`src/rtl/cm3_log_pkg.sv`:
```
// Shared definitions for the log accelerator AHB-Lite front end:
// register offsets, STATUS/CTRL bit positions and data-phase states.
package cm3_log_pkg;

  localparam logic [1:0] ADDR_DATA_IN  = 2'd0;
  localparam logic [1:0] ADDR_DATA_OUT = 2'd1;
  localparam logic [1:0] ADDR_STATUS   = 2'd2;
  localparam logic [1:0] ADDR_CTRL     = 2'd3;

  localparam int ST_IN_CNT    = 0;
  localparam int ST_OUT_CNT   = 8;
  localparam int ST_IN_FULL   = 16;
  localparam int ST_OUT_EMPTY = 17;
  localparam int ST_OVF       = 18;
  localparam int ST_UNF       = 19;
  localparam int ST_BUSY      = 20;

  localparam int CTRL_BLOCK = 0;
  localparam int CTRL_FLUSH = 1;
  localparam int CTRL_CLR   = 2;

  typedef enum logic [2:0] {
    S_IDLE,
    S_WR,
    S_RD,
    S_STALL_WR,
    S_STALL_RD
  } state_e;

endpackage

```
`src/rtl/cm3_log_fifo.sv`:
```
// Synchronous FIFO with flush; head is visible combinationally.
// Push on a full FIFO is accepted only together with a pop.
module cm3_log_fifo #(
  parameter int DW    = 32,
  parameter int DEPTH = 4,
  parameter int AW    = $clog2(DEPTH) + 1
) (
  input  logic          clk_i,
  input  logic          rst_ni,
  input  logic          push_i,
  input  logic [DW-1:0] data_i,
  input  logic          pop_i,
  input  logic          flush_i,
  output logic [DW-1:0] data_o,
  output logic [AW-1:0] count_o,
  output logic          full_o,
  output logic          empty_o
);

  localparam int PW = (DEPTH > 1) ? $clog2(DEPTH) : 1;

  logic [DW-1:0] mem_q [DEPTH];
  logic [PW-1:0] wr_q;
  logic [PW-1:0] rd_q;
  logic [AW-1:0] cnt_q;
  logic          do_push;
  logic          do_pop;

  assign full_o  = (cnt_q == AW'(DEPTH));
  assign empty_o = (cnt_q == '0);
  assign count_o = cnt_q;
  assign data_o  = mem_q[rd_q];
  assign do_pop  = pop_i & ~empty_o;
  assign do_push = push_i & (~full_o | do_pop);

  always_ff @(posedge clk_i) begin
    if (do_push) begin
      mem_q[wr_q] <= data_i;
    end
  end

  always_ff @(posedge clk_i or negedge rst_ni) begin
    if (!rst_ni) begin
      wr_q  <= '0;
      rd_q  <= '0;
      cnt_q <= '0;
    end else if (flush_i) begin
      wr_q  <= '0;
      rd_q  <= '0;
      cnt_q <= '0;
    end else begin
      if (do_push) wr_q <= wr_q + PW'(1);
      if (do_pop)  rd_q <= rd_q + PW'(1);
      cnt_q <= cnt_q + AW'(do_push) - AW'(do_pop);
    end
  end

endmodule

```
`src/rtl/cm3_log_mc.sv`:
```
// AHB-Lite slave front end for the log core: operand/result FIFOs,
// credit-based issue and per-access stall-or-flag error handling.
module cm3_log_mc
  import cm3_log_pkg::*;
#(
  parameter int DW    = 32,
  parameter int DEPTH = 4,
  parameter int AW    = $clog2(DEPTH) + 1
) (
  input  logic          hclk,
  input  logic          rst_n,
  input  logic          hready_i,
  input  logic          hsel,
  input  logic          hwrite,
  input  logic [1:0]    htrans,
  input  logic [15:0]   haddr,
  input  logic [31:0]   hwdata,
  output logic          hresp,
  output logic          hready_o,
  output logic [31:0]   hrdata,
  output logic [DW-1:0] data_a,
  output logic          data_a_valid,
  input  logic          data_a_ready,
  input  logic [DW-1:0] data_log,
  input  logic          data_log_valid
);

  state_e        state_q, state_d;
  logic [1:0]    addr_q;
  logic          block_q, block_d;
  logic          ovf_q, ovf_d;
  logic          unf_q, unf_d;
  logic [AW-1:0] infl_q, infl_d;
  logic [AW-1:0] disc_q, disc_d;

  logic          in_push, in_pop, in_full, in_empty;
  logic          out_push, out_pop, out_full, out_empty;
  logic [DW-1:0] in_head, out_head;
  logic [AW-1:0] in_cnt, out_cnt;

  logic [AW:0]   used;
  logic          accept, issue, ret, drop;
  logic          done, bypass, flush, clr;
  logic          ovf_set, unf_set;
  logic [31:0]   status;
  logic [31:0]   rdata;
  logic          unused_ok;

  assign unused_ok = ^{haddr[15:4], haddr[1:0], htrans[0],
                       hwdata, out_full};

  assign accept       = hready_i & hsel & htrans[1];
  assign used         = {1'b0, infl_q} + {1'b0, out_cnt};
  assign issue        = ~in_empty & (used < (AW+1)'(DEPTH));
  assign in_pop       = issue & data_a_ready;
  assign data_a_valid = issue;
  assign data_a       = issue ? in_head : '0;
  assign ret          = data_log_valid;
  // results launched before a flush are dropped, not stored
  assign drop         = ret & (disc_q != '0);
  assign out_push     = ret & ~drop & ~bypass;
  assign hresp        = 1'b0;
  assign hrdata       = rdata;

  cm3_log_fifo #(.DW(DW), .DEPTH(DEPTH), .AW(AW)) u_in_fifo (
    .clk_i   (hclk),
    .rst_ni  (rst_n),
    .push_i  (in_push),
    .data_i  (hwdata[DW-1:0]),
    .pop_i   (in_pop),
    .flush_i (flush),
    .data_o  (in_head),
    .count_o (in_cnt),
    .full_o  (in_full),
    .empty_o (in_empty)
  );

  cm3_log_fifo #(.DW(DW), .DEPTH(DEPTH), .AW(AW)) u_out_fifo (
    .clk_i   (hclk),
    .rst_ni  (rst_n),
    .push_i  (out_push),
    .data_i  (data_log),
    .pop_i   (out_pop),
    .flush_i (flush),
    .data_o  (out_head),
    .count_o (out_cnt),
    .full_o  (out_full),
    .empty_o (out_empty)
  );

  always_comb begin
    status               = '0;
    status[ST_IN_CNT+:5]  = 5'(in_cnt);
    status[ST_OUT_CNT+:5] = 5'(out_cnt);
    status[ST_IN_FULL]   = in_full;
    status[ST_OUT_EMPTY] = out_empty;
    status[ST_OVF]       = ovf_q;
    status[ST_UNF]       = unf_q;
    status[ST_BUSY]      = (infl_q != '0);
  end

  always_comb begin
    state_d  = state_q;
    hready_o = 1'b1;
    rdata    = '0;
    done     = 1'b1;
    in_push  = 1'b0;
    out_pop  = 1'b0;
    bypass   = 1'b0;
    ovf_set  = 1'b0;
    unf_set  = 1'b0;
    flush    = 1'b0;
    clr      = 1'b0;
    block_d  = block_q;
    unique case (state_q)
      S_WR, S_STALL_WR: begin
        unique case (1'b1)
          addr_q == ADDR_DATA_IN: begin
            if (!in_full || in_pop) in_push = 1'b1;
            else if (block_q)       done    = 1'b0;
            else                    ovf_set = 1'b1;
          end
          addr_q == ADDR_CTRL: begin
            block_d = hwdata[CTRL_BLOCK];
            flush   = hwdata[CTRL_FLUSH];
            clr     = hwdata[CTRL_CLR];
          end
          default: ;
        endcase
      end
      S_RD, S_STALL_RD: begin
        unique case (1'b1)
          addr_q == ADDR_DATA_OUT: begin
            if (!out_empty) begin
              rdata   = 32'(out_head);
              out_pop = 1'b1;
            end else if (!block_q) begin
              unf_set = 1'b1;
            end else if (ret && !drop) begin
              rdata  = 32'(data_log);
              bypass = 1'b1;
            end else begin
              done = 1'b0;
            end
          end
          addr_q == ADDR_STATUS: rdata = status;
          addr_q == ADDR_CTRL:   rdata = 32'(block_q);
          default: ;
        endcase
      end
      default: ;
    endcase
    if (!done) begin
      hready_o = 1'b0;
      state_d  = (state_q == S_WR || state_q == S_STALL_WR) ?
                 S_STALL_WR : S_STALL_RD;
    end else if (accept) begin
      state_d = hwrite ? S_WR : S_RD;
    end else begin
      state_d = S_IDLE;
    end
  end

  always_comb begin
    infl_d = infl_q + AW'(in_pop) - AW'(ret && (infl_q != '0));
    disc_d = disc_q;
    if (flush)     disc_d = infl_d;
    else if (drop) disc_d = disc_q - AW'(1);
    ovf_d = (flush | clr) ? 1'b0 : (ovf_q | ovf_set);
    unf_d = (flush | clr) ? 1'b0 : (unf_q | unf_set);
  end

  always_ff @(posedge hclk or negedge rst_n) begin
    if (!rst_n) begin
      state_q <= S_IDLE;
      addr_q  <= '0;
      block_q <= 1'b1;
      ovf_q   <= 1'b0;
      unf_q   <= 1'b0;
      infl_q  <= '0;
      disc_q  <= '0;
    end else begin
      state_q <= state_d;
      if (accept && hready_o) addr_q <= haddr[3:2];
      block_q <= block_d;
      ovf_q   <= ovf_d;
      unf_q   <= unf_d;
      infl_q  <= infl_d;
      disc_q  <= disc_d;
    end
  end

endmodule

```
`config.mk`:
```
export PLATFORM = sky130hd
export DESIGN_NAME = cm3_log_mc
export DESIGN_NICKNAME = d
export VERILOG_FILES = /design/src/rtl/cm3_log_pkg.sv /design/src/rtl/cm3_log_fifo.sv /design/src/rtl/cm3_log_mc.sv
export SDC_FILE = /design/constraint.sdc
export NUM_CORES = 1
export LEC_CHECK = 0
export ABC_CLOCK_PERIOD_IN_PS = 3400
export BUFFER_PORTS_ARGS = -buffer_cell sky130_fd_sc_hd__buf_2
export CAP_MARGIN = 20
export CORE_ASPECT_RATIO = 0.8
export CORE_MARGIN = 2
export CORE_UTILIZATION = 57
export CTS_CLUSTER_DIAMETER = 100
export DETAILED_ROUTE_END_ITERATION = 10
export GPL_TIMING_DRIVEN = 0
export PLACE_DENSITY = 0.77
export SYNTH_ARGS = -nofsm -noshare
export SYNTH_HDL_FRONTEND = slang
export SYNTH_HIERARCHICAL = 1
export SYNTH_SLANG_ARGS = --single-unit
```
`constraint.sdc`:
```
create_clock -name hclk -period 3.4 [get_ports hclk]
set_input_delay 0.34 -clock hclk [delete_from_list [all_inputs] [get_ports hclk]]
set_output_delay 0.34 -clock hclk [all_outputs]
set_load 0.05 [all_outputs]
```
# --- Yosys cells after proc, flatten, opt, wreduce, memory -nomap -nowiden ---
# Memories as Yosys holds them, arrays and structs flattened.
# Index checks and enable logic that the tools add are counted.
word_totals:
  regBits: 28
  latch_bits: 0
  mem_bits_rw: 256
  romBits: 0
  input_bits: 89
  word_cells: 136
  memories: 2
classes:
  addsub: 12
  multipliers: 0
  div_mod_pow: 0
  order_cmp: 1
  n_eq_ne: 9
  shifts: 0
  mux: 57
  n_bitwise: 22
  reduce_logical: 20
memory_table:
  columns: ["name", "depth", "word_bits", "rd", "rd_ports_with_merged_regs", "wr", "line", "source"]
  rows:
  - ["u_in_fifo.mem_q", 4, 32, 1, 0, 1, "cm3_log_fifo.sv:22", "logic [DW-1:0] mem_q [DEPTH];"]
  - ["u_out_fifo.mem_q", 4, 32, 1, 0, 1, "cm3_log_fifo.sv:22", null]
op_table:
  columns: ["operator", "count"]
  rows:
  - ["32-bit two-way mux", 5]
  - ["32-bit one-hot mux with 3 select lines", 1]
  - ["1-bit two-way mux", 34]
  - ["2-bit two-way mux", 10]
  - ["3-bit two-way mux", 6]
  - ["1-bit AND", 11]
  - ["2-bit nonzero test", 5]
  - ["3-bit by 1-bit adder with 3-bit output", 3]
  - ["3-bit equality test (second input constant)", 3]
  - ["3-bit by 1-bit subtractor with 3-bit output", 3]
  - ["2-bit by 1-bit adder with 2-bit output (second input constant)", 4]
  - ["3-bit by 2-bit equality test with 1-bit output (second input constant)", 2]
  - ["3-bit logical NOT", 2]
  - ["1-bit NOT", 6]
  - ["3-bit nonzero test", 2]
  - ["1-bit OR", 5]
  - ["3-bit by 3-bit adder with 4-bit output", 1]
  - ["2-bit equality test (second input constant)", 2]
  - ["4-bit by 3-bit < comparator with 1-bit output (second input constant)", 1]
  - ["2-bit OR reduction", 2]
  - ["3-bit by 1-bit equality test with 1-bit output (second input constant)", 1]
  - ["1-bit logical AND", 3]
  - ["3-bit by 1-bit subtractor with 3-bit output (second input constant)", 1]
  - ["2-bit by 1-bit equality test with 1-bit output (second input constant)", 1]
  - ["5 further kinds", 7]

# --- Longest topological paths before layout ---
# Gate-level depths: netlist (run 1).
logic_depth:
  word_depth: 15
  mapped_depth: 13

# --- By module ---
# The synthesis (run 1) kept the hierarchy.
by_module_without_submodules:
  columns: ["mod", "n_inst", "cells_each", "area_each_um2", "seq_area_each_um2"]
  rows:
  - ["cm3_log_fifo", 2, 212, 5106.1, 4018.9]
  - ["cm3_log_mc", 1, 179, 1482.7, 351.6]

# --- Least setup slack after synthesis (run 1) ---
# No wires, ideal clock.
synth_timing:
  path_kind: "register to output"
  from: "register u_out_fifo.cnt_q[1] (netlist: u_out_fifo/count_o[1])"
  to: "output hrdata[20]"
  arrival_time_ns: 2.636
  t_required_ns: 3.060
  path_slack_ns: 0.424
  stages_incl_launch_ff: 7
  path_cell_list: "dfrtp_1 -> nor3_1 -> nand4b_1 -> nor2_1 -> clkbuf_1 -> a222oi_1 -> nor3_1"
synth_between:
  elab_chain_cells: 4
synth_rtl:
  columns: ["element", "line", "source"]
  rows:
  - ["start: declaration", "cm3_log_fifo.sv:25", "logic [AW-1:0] cnt_q;"]
  - ["start signal: assignment", "cm3_log_fifo.sv:54", "cnt_q <= cnt_q + AW'(do_push) - AW'(do_pop);"]
  - ["3-bit logical NOT", "cm3_log_fifo.sv:30", "assign empty_o = (cnt_q == '0);"]
  - ["named net out_empty", "cm3_log_mc.sv:37", "logic out_push, out_pop, out_full, out_empty;"]
  - ["32-bit two-way mux", "cm3_log_mc.sv:134", "if (!out_empty) begin"]
  - ["32-bit one-hot mux with 3 select lines", "cm3_log_mc.sv:132", "unique case (1'b1)"]
  - ["32-bit two-way mux", "cm3_log_mc.sv:115", "unique case (state_q)"]
  - ["end: declaration", "cm3_log_mc.sv:20", "output logic [31:0] hrdata,"]
# The timed path passes the listed nets, and every way through them passes these cells.

# --- Worst setup path after layout (run 1) ---
layout_timing:
  from: "register u_out_fifo.cnt_q[2] (netlist: u_out_fifo/count_o[2])"
  to: "output data_a[7]"
layout_between:
  elab_chain_cells: 4
layout_rtl:
  columns: ["element", "line", "source"]
  rows:
  - ["3-bit by 3-bit adder with 4-bit output", "cm3_log_mc.sv:53", "assign used = {1'b0, infl_q} + {1'b0, out_cnt};"]
  - ["4-bit by 3-bit < comparator with 1-bit output", "cm3_log_mc.sv:54", "assign issue = ~in_empty & (used < (AW+1)'(DEPTH));"]
  - ["1-bit AND", "cm3_log_mc.sv:54", null]
  - ["32-bit two-way mux", "cm3_log_mc.sv:57", "assign data_a = issue ? in_head : '0;"]
  - ["end: declaration", "cm3_log_mc.sv:21", "output logic [DW-1:0] data_a,"]
# No other way between the ends.

==> run_results.csv, run 1 <==
group,metric,value,unit
global_routing,groute.layer.met3.usage,4.53,%
final_layout,synthToLayoutAreaGrowth,16.9,%
synthesis,synthDominantCellAreaShare,65.7,%
critical_path,critical_path.startpoint_type,"flop",
final_layout,post-route-util,68.4,%
drt,number_of_drc_markers_after_the_initial_detailed_route_iteration,562,
place,place_inst,1006,
die,fp-row-count,46,
power,switchingPower,3.63,mW
synthesis,synth_cells,603,
die,floorplan.io_pins,156,
synthesis,mappedNetlistNets,710,
final_layout,fin_nets,884,
synthesis,syn-cell-area,11700,µm²
sta,fin_tns_setup,0,ps
global_routing,global_route.usage.met1,33.0,%
job,maxCapViolCount,0,
die,fp.dieArea,21700,µm²
critical_path,path_class,"flop to output pin",
die,die-height,132,µm
power,worst_ir_drop_vdd,0.540,mV
sta,report.final.hold_viol_count,0,
drt,num_vias,6318,
sta,finalMaxSlewViolations,0,
clock_tree,cts_inserted_buffers,27,
synthesis,proportion_of_register_bits_with_asynchronous_set_or_reset_after_synthesis,9.86,%
clock_tree,tritoncts_num_sinks,284,
global_routing,grt-busiest-layer,"met2",
place,rd_place_congestion,0.791,
clock_tree,cts_buffer_depth,3,
power,combinationalPowerShare,33.8,%
final_layout,final-instance-count-excl-fill,1062,
global_routing,first_global_vias,6588,
global_routing,grt_max_degree,33,
global_routing,number_of_antenna_violations_at_the_first_check_in_global_routing,1,
clock_tree,cts.root.buffer_cell,"sky130_fd_sc_hd__clkbuf_16",
worst_hold_path,hold_class,"input pin to flop",
critical_path,required_time_at_the_endpoint_of_the_critical_path,3060,ps
sta,tightestPinTransition,947,ps
synthesis,syn_area_per_cell,19.4,µm²
final_layout,antenna_cells_inserted,0,
critical_path,critical_path_peak_fanout,10,
synthesis,netlist.top_cell.by_area,"sky130_fd_sc_hd__edfxtp_1",
sta,finalWorstPathRequiredPeriod,3280,ps
synthesis,flip_flop_and_latch_count_after_synthesis,284,
run_status,result_of_the_run,"complete, no violations",
synthesis,synth.top_cells.by_area,"sky130_fd_sc_hd__edfxtp_1 66%, sky130_fd_sc_hd__mux4_2 12%, sky130_fd_sc_hd__dfrtp_1 5.8%",
synthesis,yosysSeqAreaShare,71.7,%
global_routing,met2_usage,35.8,%
drt,route.detailed.wl_per_inst,22.3,µm
drt,average_vias_per_placed_instance,5.95,
sta,rsz0062_at_grt,"yes",
drt,post-route-drc-count,0,
drt,ant_nets,0,
clock_tree,clk_transition_reported_paths,60,ps
clock_tree,ctsHtreeMaxLevel,1,
place,detailed_place_hpwl,15.2,mm
power,seq_power_share,39.6,%
synthesis,synth.yosys.warnings,6,
synthesis,synth_enable_flop_cells,256,
die,die_width,164,µm
clock_tree,cts_tree,"yes",
power,power_density,796,nW/µm²
power,static-leakage-power,5.01,nW
place,port_buffers,139,
critical_path,arrival,2940,ps
sta,relSlewSlack,36.9,%
global_routing,grt_pass1_wl,37.1,mm
sta,period_utilisation_layout,96.5,%
power,power_report.internal_total,7.24,mW
drt,finalWirelength,23.7,mm
sta,fmaxAchievable,305,MHz
power,clockPowerShare,26.5,%
synthesis,synthFlopType,"sky130_fd_sc_hd__edfxtp_1",
drt,number_of_iterations_in_the_first_detailed_routing_pass,6,
final_layout,post_route_cells_drive_above_1_share,37.0,%
synthesis,synth_unique_cells,50,
clock_tree,clk_latency,540,ps
critical_path,crit_path_end_kind,"output pin",
sta,timing.clock.skew,18.0,ps
die,initial_utilization,58.6,%
power,power_switching_share,33.4,%
global_routing,globalRoute.totalOverflow,0,
sta,report.final.setup_viol,0,
global_routing,track_usage,22.5,%
die,core-area,20000,µm²
## cell type report
cell class	instances	area (µm²)
buffer	31	198
fill	1271	6310
sequential	284	8390
tap	264	330
clock buffer	42	792
inverter	18	67.6
clock inverter	8	70.1
multi-input combinational	270	3060
timing repair buffer	145	751
## cell families (layout without fill, tap and decap cells)
| family | after synthesis | in the layout | share of synthesized area [%] |
|---|---|---|---|
| compound gates | 51 | 51 | 4.00 |
| fa+ha+maj | 18 | 18 | 2.12 |
| other cells | 1 | 1 | 0.0321 |
| xor+xnor | 14 | 14 | 1.05 |
| flops | 284 | 284 | 71.7 |
| mux | 73 | 73 | 13.2 |
| buf+inv | 49 | 244 | 2.25 |
| simple gates | 113 | 113 | 5.60 |
## registers in the layout, summed over array words and instances (netlist names)
| name | cells |
|---|---|
| addr_q | 2 |
| block_q | 1 |
| disc_q | 3 |
| infl_q | 3 |
| ovf_q | 1 |
| state_q | 3 |
| u_in_fifo/count_o | 3 |
| u_in_fifo/mem_q | 128 |
| u_in_fifo/rd_q | 2 |
| u_in_fifo/wr_q | 2 |
| u_out_fifo/count_o | 3 |
| u_out_fifo/mem_q | 128 |
| u_out_fifo/rd_q | 2 |
| u_out_fifo/wr_q | 2 |
| unf_q | 1 |
## placed cells by master (no fill, tap or decap), types with 4 or more instances in the layout
master	count
sky130_fd_sc_hd__a222oi_1	11
sky130_fd_sc_hd__a22o_1	21
sky130_fd_sc_hd__and2_1	32
sky130_fd_sc_hd__and2_2	4
sky130_fd_sc_hd__and2_4	4
sky130_fd_sc_hd__buf_2	151
sky130_fd_sc_hd__buf_6	8
sky130_fd_sc_hd__clkbuf_1	17
sky130_fd_sc_hd__clkbuf_16	27
sky130_fd_sc_hd__clkbuf_8	6
sky130_fd_sc_hd__clkinv_2	4
sky130_fd_sc_hd__dfrtp_1	24
sky130_fd_sc_hd__dlygate4sd3_1	4
sky130_fd_sc_hd__edfxtp_1	256
sky130_fd_sc_hd__ha_1	15
sky130_fd_sc_hd__inv_1	18
sky130_fd_sc_hd__mux2_2	4
sky130_fd_sc_hd__mux4_2	64
sky130_fd_sc_hd__nand2_1	9
sky130_fd_sc_hd__nand2b_1	5
sky130_fd_sc_hd__nor2_1	28
sky130_fd_sc_hd__nor3_1	6
sky130_fd_sc_hd__o21ai_0	4
sky130_fd_sc_hd__xnor2_1	5
sky130_fd_sc_hd__xor2_1	9
## cells in the mapped netlist, types with 10 or more instances
cell	instances
sky130_fd_sc_hd__mux4_2	64
sky130_fd_sc_hd__clkbuf_1	10
sky130_fd_sc_hd__buf_2	12
sky130_fd_sc_hd__dfrtp_1	27
sky130_fd_sc_hd__nor2_1	28
sky130_fd_sc_hd__a22o_1	21
sky130_fd_sc_hd__edfxtp_1	256
sky130_fd_sc_hd__ha_1	15
sky130_fd_sc_hd__inv_1	18
sky130_fd_sc_hd__a222oi_1	11
sky130_fd_sc_hd__and2_1	32
## power by group through the flow
stage	Clock [mW]	Combinational, mW	Sequential [mW]
after detailed placement	0	3.63	4.36
after floorplan	0	2.85	4.29
final	2.88	3.68	4.31
after CTS	2.93	3.67	4.30
after global placement	0	3.52	4.34
after global routing	3.09	3.96	4.34
## what timing repair did
action / 4_1_cts / 5_1_grt
setup endpoints to repair: 299 / 146
hold buffers: 4 / 0
buffers inserted: 0 / 2
endpoints found under the hold margin: 37 / 0
pin swaps: 0 / 1
gates resized for setup: 8 / 5
## worst paths after layout
| check | slack (ps) | to | start | cells past startpoint |
|---|---|---|---|---|
| setup reg to reg | 140 | u_out_fifo/mem_q[2][20]$_DFFE_PP_ | u_out_fifo/count_o[1]$_DFF_PN0_ | 7 |
| setup / recovery | 120 | data_a[7] | u_out_fifo/count_o[2]$_DFF_PN0_ | 7 |
| hold reg to reg | 550 | ovf_q$_DFF_PN0_ | ovf_q$_DFF_PN0_ | 1 |
| min in group asynchronous | 360 | u_in_fifo/rd_q[1]$_DFFE_PN0P_ | rst_n | 2 |
| hold / removal | 10 | u_in_fifo/mem_q[3][22]$_DFFE_PP_ | hwdata[22] | 1 |
| max in group asynchronous | 2590 | u_out_fifo/count_o[1]$_DFF_PN0_ | rst_n | 2 |
## per-layer routing
layer / up-vias / share of wire (%)
met2: 261 / 49
li1: 2762 / -
met4: 2 / 1.8
met5: - / 0.030
met1: 3252 / 41
met3: 41 / 7.9
## worst max-delay path: stages, from the launching register on
cell	delay [ps]
sky130_fd_sc_hd__dfrtp_2	490
sky130_fd_sc_hd__ha_1	300
sky130_fd_sc_hd__or4_4	520
sky130_fd_sc_hd__nor2_4	130
sky130_fd_sc_hd__buf_4	160
sky130_fd_sc_hd__clkbuf_1	340
sky130_fd_sc_hd__and2_1	200
sky130_fd_sc_hd__buf_2	270
## through the flow
step / worst slack, ps / instance area [µm²] / hold WS [ps] / power, mW
3_3_place_gp: -233 / 12700 / 397 / 7.86
4_1_cts: -17.4 / 13600 / 0.220 / 10.9
6_report: 117 / 13700 / 13.7 / 10.9
3_5_place_dp: -274 / 12700 / 395 / 8.00
5_1_grt: -45.3 / 13700 / 1.97 / 11.4
2_1_floorplan: 424 / 11700 / 44.4 / 7.14
Note: power is estimated with default switching activity, not from simulation.
==> run 2: changes to the inputs <==
--- a/config.mk
+++ b/config.mk
@@ -8,9 +8,11 @@
 export ABC_CLOCK_PERIOD_IN_PS = 3400
 export BUFFER_PORTS_ARGS = -buffer_cell sky130_fd_sc_hd__buf_2
 export CAP_MARGIN = 20
+export CELL_PAD_IN_SITES_DETAIL_PLACEMENT = 0
+export CELL_PAD_IN_SITES_GLOBAL_PLACEMENT = 1
 export CORE_ASPECT_RATIO = 0.8
 export CORE_MARGIN = 2
-export CORE_UTILIZATION = 57
+export CORE_UTILIZATION = 49
 export CTS_CLUSTER_DIAMETER = 100
 export DETAILED_ROUTE_END_ITERATION = 10
 export GPL_TIMING_DRIVEN = 0
==> run 2 against run 1 <==
- die area increased by 16%
- sequential share of layout area decreased by 0.16 points
- clock-buffer cell count decreased by 9
- register-to-register slack improved by 70 ps
- cell count increased by 4.2%
- hold slack improved by 17 ps
- total power decreased by 0.82%
- fmax increased by 2.9%
- critical path type is now flop to flop
- highest routed layer unchanged
==> run_results.csv, run 2 (synthesized netlist as in run 1, its figures left out) <==
group,metric,value,unit
place,detailed_place_hpwl,14.8,mm
die,fp.dieArea,25100,µm²
final_layout,synthToLayoutAreaGrowth,17.1,%
sta,period_utilisation_layout,93.9,%
drt,number_of_drc_markers_after_the_initial_detailed_route_iteration,564,
drt,number_of_iterations_in_the_first_detailed_routing_pass,7,
final_layout,post-route-util,58.6,%
global_routing,grt-busiest-layer,"met2",
clock_tree,clk_transition_reported_paths,60,ps
global_routing,globalRoute.totalOverflow,0,
sta,tightestPinTransition,811,ps
final_layout,filler_cell_count,1776,
power,pwr_total,10.8,mW
final_layout,reg.largest.list,"u_in_fifo/mem_q x128, u_out_fifo/mem_q x128",
global_routing,grt_max_degree,33,
final_layout,fin_nets,882,
drt,num_vias,6212,
die,core-area,23400,µm²
die,fp-row-count,50,
drt,ant_nets,0,
sta,finalWorstPathRequiredPeriod,3190,ps
place,port_buffers,139,
sta,fmaxAchievable,313,MHz
place,post_dp_cell_area,12800,µm²
place,pre_cts_ws,-270,ps
global_routing,global_route.usage.met1,26.6,%
drt,post-route-drc-count,0,
global_routing,track_usage,18.6,%
critical_path,crit_path_end_kind,"flop",
clock_tree,tritoncts_num_sinks,284,
worst_hold_path,hold_class,"input pin to flop",
global_routing,met2_usage,29.7,%
clock_tree,ctsHtreeMaxLevel,1,
critical_path,required_time_at_the_endpoint_of_the_critical_path,3560,ps
critical_path,critical_path_peak_fanout,32,
drt,average_vias_per_placed_instance,5.61,
sta,timing.clock.skew,17.2,ps
run_status,result_of_the_run,"complete, no violations",
clock_tree,cts.root.buffer_cell,"sky130_fd_sc_hd__clkbuf_16",
final_layout,post_route_cells_drive_above_1_share,36.6,%
clock_tree,cts_inserted_buffers,28,
sta,report.final.hold_viol_count,0,
job,maxCapViolCount,0,
sta,rsz0062_at_grt,"no",
global_routing,grt_pass1_wl,35.9,mm
final_layout,most_common_cell_after_layout_fill_and_taps_aside,"sky130_fd_sc_hd__edfxtp_1",
sta,finalMaxSlewViolations,0,
power,worst_ir_drop_vdd,0.436,mV
final_layout,final-instance-count-excl-fill,1107,
drt,route.detailed.wl_per_inst,20.7,µm
critical_path,arrival,3350,ps
clock_tree,clk_latency,530,ps
global_routing,first_global_vias,6474,
global_routing,number_of_antenna_violations_at_the_first_check_in_global_routing,4,
critical_path,critical_path.startpoint_type,"flop",
die,floorplan.io_pins,156,
critical_path,path_class,"flop to flop",
final_layout,layout_common_cells,"256 x sky130_fd_sc_hd__edfxtp_1, 151 x sky130_fd_sc_hd__buf_2, 64 x sky130_fd_sc_hd__mux4_2, 32 x sky130_fd_sc_hd__and2_1, 29 x sky130_fd_sc_hd__clkbuf_16",
sta,relSlewSlack,45.7,%
sta,postLayoutSetupSlackWorst,208,ps
clock_tree,cts_buffer_depth,3,
global_routing,groute.layer.met3.usage,3.74,%
power,static-leakage-power,4.99,nW
place,rd_place_congestion,0.772,
drt,finalWirelength,23.0,mm
power,power_density,787,nW/µm²
sta,report.final.setup_viol,0,
clock_tree,cts_tree,"yes",
die,die_width,177,µm
final_layout,fin_area,13700,µm²
place,place_inst,1054,
die,initial_utilization,50.0,%
die,die-height,142,µm
[run 2: changes by cell type in the layout (fill, tap and decap cells not counted), sizes merged]
cell | before | now
clkbuf | 52 | 43
clkinv | 5 | 13
dlygate4sd3 | 4 | 1
diode | 0 | 2
bufinv | 1 | 2
clkinvlp | 1 | 0
inv | 19 | 18
[run 2: per-layer routing]
| layer | vias up | part of all wire, % |
|---|---|---|
| met5 | - | 0.12 |
| met4 | 4 | 2.0 |
| li1 | 2754 | - |
| met3 | 38 | 6.5 |
| met1 | 3202 | 44 |
| met2 | 214 | 48 |
[run 2: final cells by class]
class | instances | area [µm²] | share of cell area (%)
multi-input cells | 270 | 3070 | 22.4
clock buffers | 33 | 741 | 5.41
inverters | 18 | 67.6 | 0.493
flip-flops and latches | 284 | 8390 | 61.3
clock inverters | 15 | 113 | 0.822
repair buffers | 142 | 721 | 5.26
well taps | 312 | 390 | 2.85
plain buffers | 31 | 198 | 1.44
diodes | 2 | 5.00 | 0.0365
[run 2: per-stage QoR]
| stage | hold WS (ps) | setup TNS [ps] |
|---|---|---|
| final | 30.7 | 0 |
| after floorplan | 44.4 | 0 |
| after global routing | 20.9 | 0 |
| after detailed placement | 413 | -43100 |
| after global placement | 397 | -33480 |
| after CTS | 7.31 | -3190 |
[run 2: worst max-delay path, stage by stage (launching register included)]
cell                       delay (ps)
sky130_fd_sc_hd__dfrtp_2          480
sky130_fd_sc_hd__ha_1             290
sky130_fd_sc_hd__or4_4            520
sky130_fd_sc_hd__nor2_4           250
sky130_fd_sc_hd__nand2_1          180
sky130_fd_sc_hd__a21oi_2          200
sky130_fd_sc_hd__a21boi_4         210
sky130_fd_sc_hd__buf_4            170
sky130_fd_sc_hd__and2_4           500
[run 2: repair_timing]
| action | 4_1_cts | 5_1_grt |
|---|---|---|
| resized for setup | 8 | 10 |
| pin swaps | 0 | 1 |
| buffers inserted | 0 | 2 |
| endpoints found under the hold margin | 27 | 0 |
| endpoints found under the setup margin | 291 | 250 |
| hold buffers | 1 | 0 |
[run 2: worst paths after layout]
check	start	endpoint	slack, ps	cells past startpoint
hold reg to reg	unf_q$_DFF_PN0_	unf_q$_DFF_PN0_	510	1
setup / recovery	u_out_fifo/count_o[2]$_DFF_PN0_	u_in_fifo/mem_q[2][23]$_DFFE_PP_	210	8
min in group asynchronous	rst_n	u_out_fifo/wr_q[0]$_DFFE_PN0P_	390	2
hold / removal	hwdata[10]	u_in_fifo/mem_q[0][10]$_DFFE_PP_	30	1
max in group asynchronous	rst_n	u_out_fifo/count_o[2]$_DFF_PN0_	2540	2
setup reg to reg	u_out_fifo/count_o[2]$_DFF_PN0_	u_in_fifo/mem_q[2][23]$_DFFE_PP_	210	8
[run 2: power by group]
group | internal, mW | switching (mW)
Clock | 1.68 | 1.19
Sequential | 4.09 | 0.214
Combinational | 1.47 | 2.15
Total | 7.24 | 3.55
==> run 3: changes to the inputs <==
--- a/config.mk
+++ b/config.mk
@@ -5,15 +5,14 @@
 export SDC_FILE = /design/constraint.sdc
 export NUM_CORES = 1
 export LEC_CHECK = 0
-export ABC_CLOCK_PERIOD_IN_PS = 3400
+export ABC_CLOCK_PERIOD_IN_PS = 3300
 export BUFFER_PORTS_ARGS = -buffer_cell sky130_fd_sc_hd__buf_2
 export CAP_MARGIN = 20
 export CELL_PAD_IN_SITES_DETAIL_PLACEMENT = 0
 export CELL_PAD_IN_SITES_GLOBAL_PLACEMENT = 1
-export CORE_ASPECT_RATIO = 0.8
 export CORE_MARGIN = 2
 export CORE_UTILIZATION = 49
-export CTS_CLUSTER_DIAMETER = 100
+export CTS_CLUSTER_DIAMETER = 200
 export DETAILED_ROUTE_END_ITERATION = 10
 export GPL_TIMING_DRIVEN = 0
 export PLACE_DENSITY = 0.77
==> constraint.sdc (replaced) <==
create_clock -name hclk -period 3.3 [get_ports hclk]
set_input_delay 0.33 -clock hclk [delete_from_list [all_inputs] [get_ports hclk]]
set_output_delay 0.33 -clock hclk [all_outputs]
set_load 0.05 [all_outputs]
==> run 3 against run 2 <==
- via count rose by 1.9%
- clock-buffer cell count rose by 8
- non-clock buffer count rose by 32
- core utilization rose by 1.6 points
- critical path type unchanged
- largest cell class unchanged
- wire length rose by 0.65%
- global-route usage rose by 0.37 points
==> run_results.csv, run 3 (synthesized netlist as in run 1, its figures left out) <==
group,metric,value,unit
run_status,result_of_the_run,"complete, no violations",
die,fp-row-count,56,
drt,route.detailed.wl_per_inst,20.1,µm
global_routing,track_usage,19.0,%
critical_path,rr_startpoint,"u_out_fifo/count_o[1]$_DFF_PN0_",
power,power_density,809,nW/µm²
drt,finalWirelength,23.1,mm
drt,m1WireLength,9.39,mm
die,core-area,23500,µm²
clock_tree,cts.root.buffer_cell,"sky130_fd_sc_hd__clkbuf_16",
sta,finalMaxSlewViolations,0,
drt,post-route-drc-count,0,
power,static-leakage-power,5.18,nW
place,port_buffers,139,
clock_tree,clk_transition_reported_paths,60,ps
drt,maxUsedRoutingLayer,"met5",
clock_tree,cts_inserted_buffers,29,
drt,average_vias_per_placed_instance,5.50,
sta,tightestPinTransition,929,ps
sta,relSlewSlack,38.1,%
final_layout,final-seq-area,8390,µm²
critical_path,path_class,"flop to flop",
place,detailed_place_hpwl,14.8,mm
final_layout,reg.largest.list,"u_in_fifo/mem_q x128, u_out_fifo/mem_q x128",
global_routing,grt_pass1_wl,36.4,mm
clock_tree,clk_latency,550,ps
die,fp.dieArea,25100,µm²
sta,report.final.setup_viol,0,
clock_tree,cts_tree,"yes",
clock_tree,cts_buffer_depth,3,
sta,rsz0062_at_grt,"yes",
power,pwr_total,11.4,mW
sta,finalWorstPathRequiredPeriod,3210,ps
worst_hold_path,worstHoldStart,"data_log[30]",
global_routing,first_global_vias,6743,
drt,num_vias,6327,
place,place_inst,1061,
critical_path,critical_path_peak_fanout,32,
sta,fmaxAchievable,312,MHz
die,floorplan.io_pins,156,
die,die_width,158,µm
critical_path,crit_path_end_kind,"flop",
die,die-height,158,µm
sta,timing.clock.skew,20.5,ps
worst_hold_path,hold_class,"input pin to flop",
critical_path,critical_path.startpoint_type,"flop",
sta,report.final.hold_viol_count,0,
clock_tree,tritoncts_num_sinks,284,
final_layout,most_common_cell_after_layout_fill_and_taps_aside,"sky130_fd_sc_hd__edfxtp_1",
critical_path,startpoint,"u_out_fifo/count_o[1]$_DFF_PN0_",
global_routing,grt_max_degree,33,
critical_path,arrival,3370,ps
final_layout,synthToLayoutAreaGrowth,20.8,%
global_routing,number_of_antenna_violations_at_the_first_check_in_global_routing,3,
drt,ant_nets,0,
job,maxCapViolCount,0,
drt,dr_wl_met2,11.7,mm
clock_tree,ctsHtreeMaxLevel,1,
final_layout,fin_nets,915,
final_layout,filler_cell_count,1743,
sta,period_utilisation_layout,97.2,%
place,rd_place_congestion,0.777,
final_layout,layout_common_cells,"256 x sky130_fd_sc_hd__edfxtp_1, 148 x sky130_fd_sc_hd__buf_2, 64 x sky130_fd_sc_hd__mux4_2, 32 x sky130_fd_sc_hd__and2_1, 30 x sky130_fd_sc_hd__dlygate4sd3_1",
die,initial_utilization,49.8,%
final_layout,multi_input_area,3070,µm²
final_layout,post_route_cells_drive_above_1_share,36.4,%
drt,number_of_drc_markers_after_the_initial_detailed_route_iteration,363,
final_layout,final-instance-count-excl-fill,1151,
global_routing,globalRoute.totalOverflow,0,
drt,met3RoutedLength,1.52,mm
drt,number_of_iterations_in_the_first_detailed_routing_pass,5,
power,worst_ir_drop_vdd,0.587,mV
critical_path,required_time_at_the_endpoint_of_the_critical_path,3460,ps
## run 3: cell count changes in the layout (fill, tap and decap cells not counted), moves of 3 or more
cell                            previous run  this run
sky130_fd_sc_hd__buf_4                     3         6
sky130_fd_sc_hd__and2_2                    0         3
sky130_fd_sc_hd__dlygate4sd3_1             1        30
sky130_fd_sc_hd__buf_2                   151       148
sky130_fd_sc_hd__clkbuf_1                 12        15
sky130_fd_sc_hd__clkbuf_4                  0         3
sky130_fd_sc_hd__clkinv_1                 10         4
sky130_fd_sc_hd__and2_4                    8         5
sky130_fd_sc_hd__clkbuf_8                  0         4
## run 3: cell type report
class                      count  share of cell area, %
clock buffer                  41                   5.74
antenna                        2                 0.0354
clock inverter                12                   1.01
multi-input combinational    270                   21.7
tap                          319                   2.82
sequential                   284                   59.4
buffer                        31                   1.41
inverter                      18                  0.478
timing repair buffer         174                   7.37
## run 3: critical path, stage by stage, from the launching register on
cell and delay (ps):
sky130_fd_sc_hd__dfrtp_2 530, sky130_fd_sc_hd__nor3_4 110, sky130_fd_sc_hd__nor3b_1 300, sky130_fd_sc_hd__and3_1 350, sky130_fd_sc_hd__buf_2 330, sky130_fd_sc_hd__inv_1 130, sky130_fd_sc_hd__a21boi_4 250, sky130_fd_sc_hd__and2_2 810
## run 3: worst paths after layout
path / depth (start not counted) / slack [ps] / end
min: 1 / 20 / u_out_fifo/mem_q[1][30]$_DFFE_PP_
min reg2reg: 1 / 520 / ovf_q$_DFF_PN0_
max: 7 / 90 / u_out_fifo/mem_q[3][11]$_DFFE_PP_
max reg2reg: 7 / 90 / u_out_fifo/mem_q[3][11]$_DFFE_PP_
min in group asynchronous: 2 / 360 / disc_q[1]$_DFFE_PN0P_
max in group asynchronous: 2 / 2480 / u_out_fifo/count_o[2]$_DFF_PN0_
## run 3: power breakdown
group | switching, mW | internal, mW
sequential | 0.225 | 4.21
clock | 1.27 | 1.94
combinational | 2.22 | 1.56
## run 3: per-stage QoR
stage | setup slack [ps] | setup TNS [ps] | area, µm² | util [%] | hold slack [ps]
6_report | 91.6 | 0 | 14100 | 60.2 | 16.9
5_1_grt | -134 | -11460 | 14100 | 60.2 | 4.17
4_1_cts | -108 | -9140 | 14100 | 60.0 | 0.183
3_3_place_gp | -289 | -47130 | 12800 | 54.5 | 395
2_1_floorplan | 334 | 0 | 11700 | - | 34.4
3_5_place_dp | -401 | -68190 | 12800 | 54.5 | 406
## run 3: metal layers
layer / track usage, % / up-vias
li1: - / 2833
met4: 4.85 / 2
met2: 34.0 / 212
met5: 0 / -
met1: 23.8 / 3234
met3: 3.73 / 46
## run 3: what timing repair did
action | 4_1_cts | 5_1_grt
endpoints found under the setup margin | 320 | 241
buffers inserted | 3 | 2
pin swaps | 0 | 2
resized for setup | 11 | 9
hold buffers | 30 | 0
endpoints found under the hold margin | 125 | 0
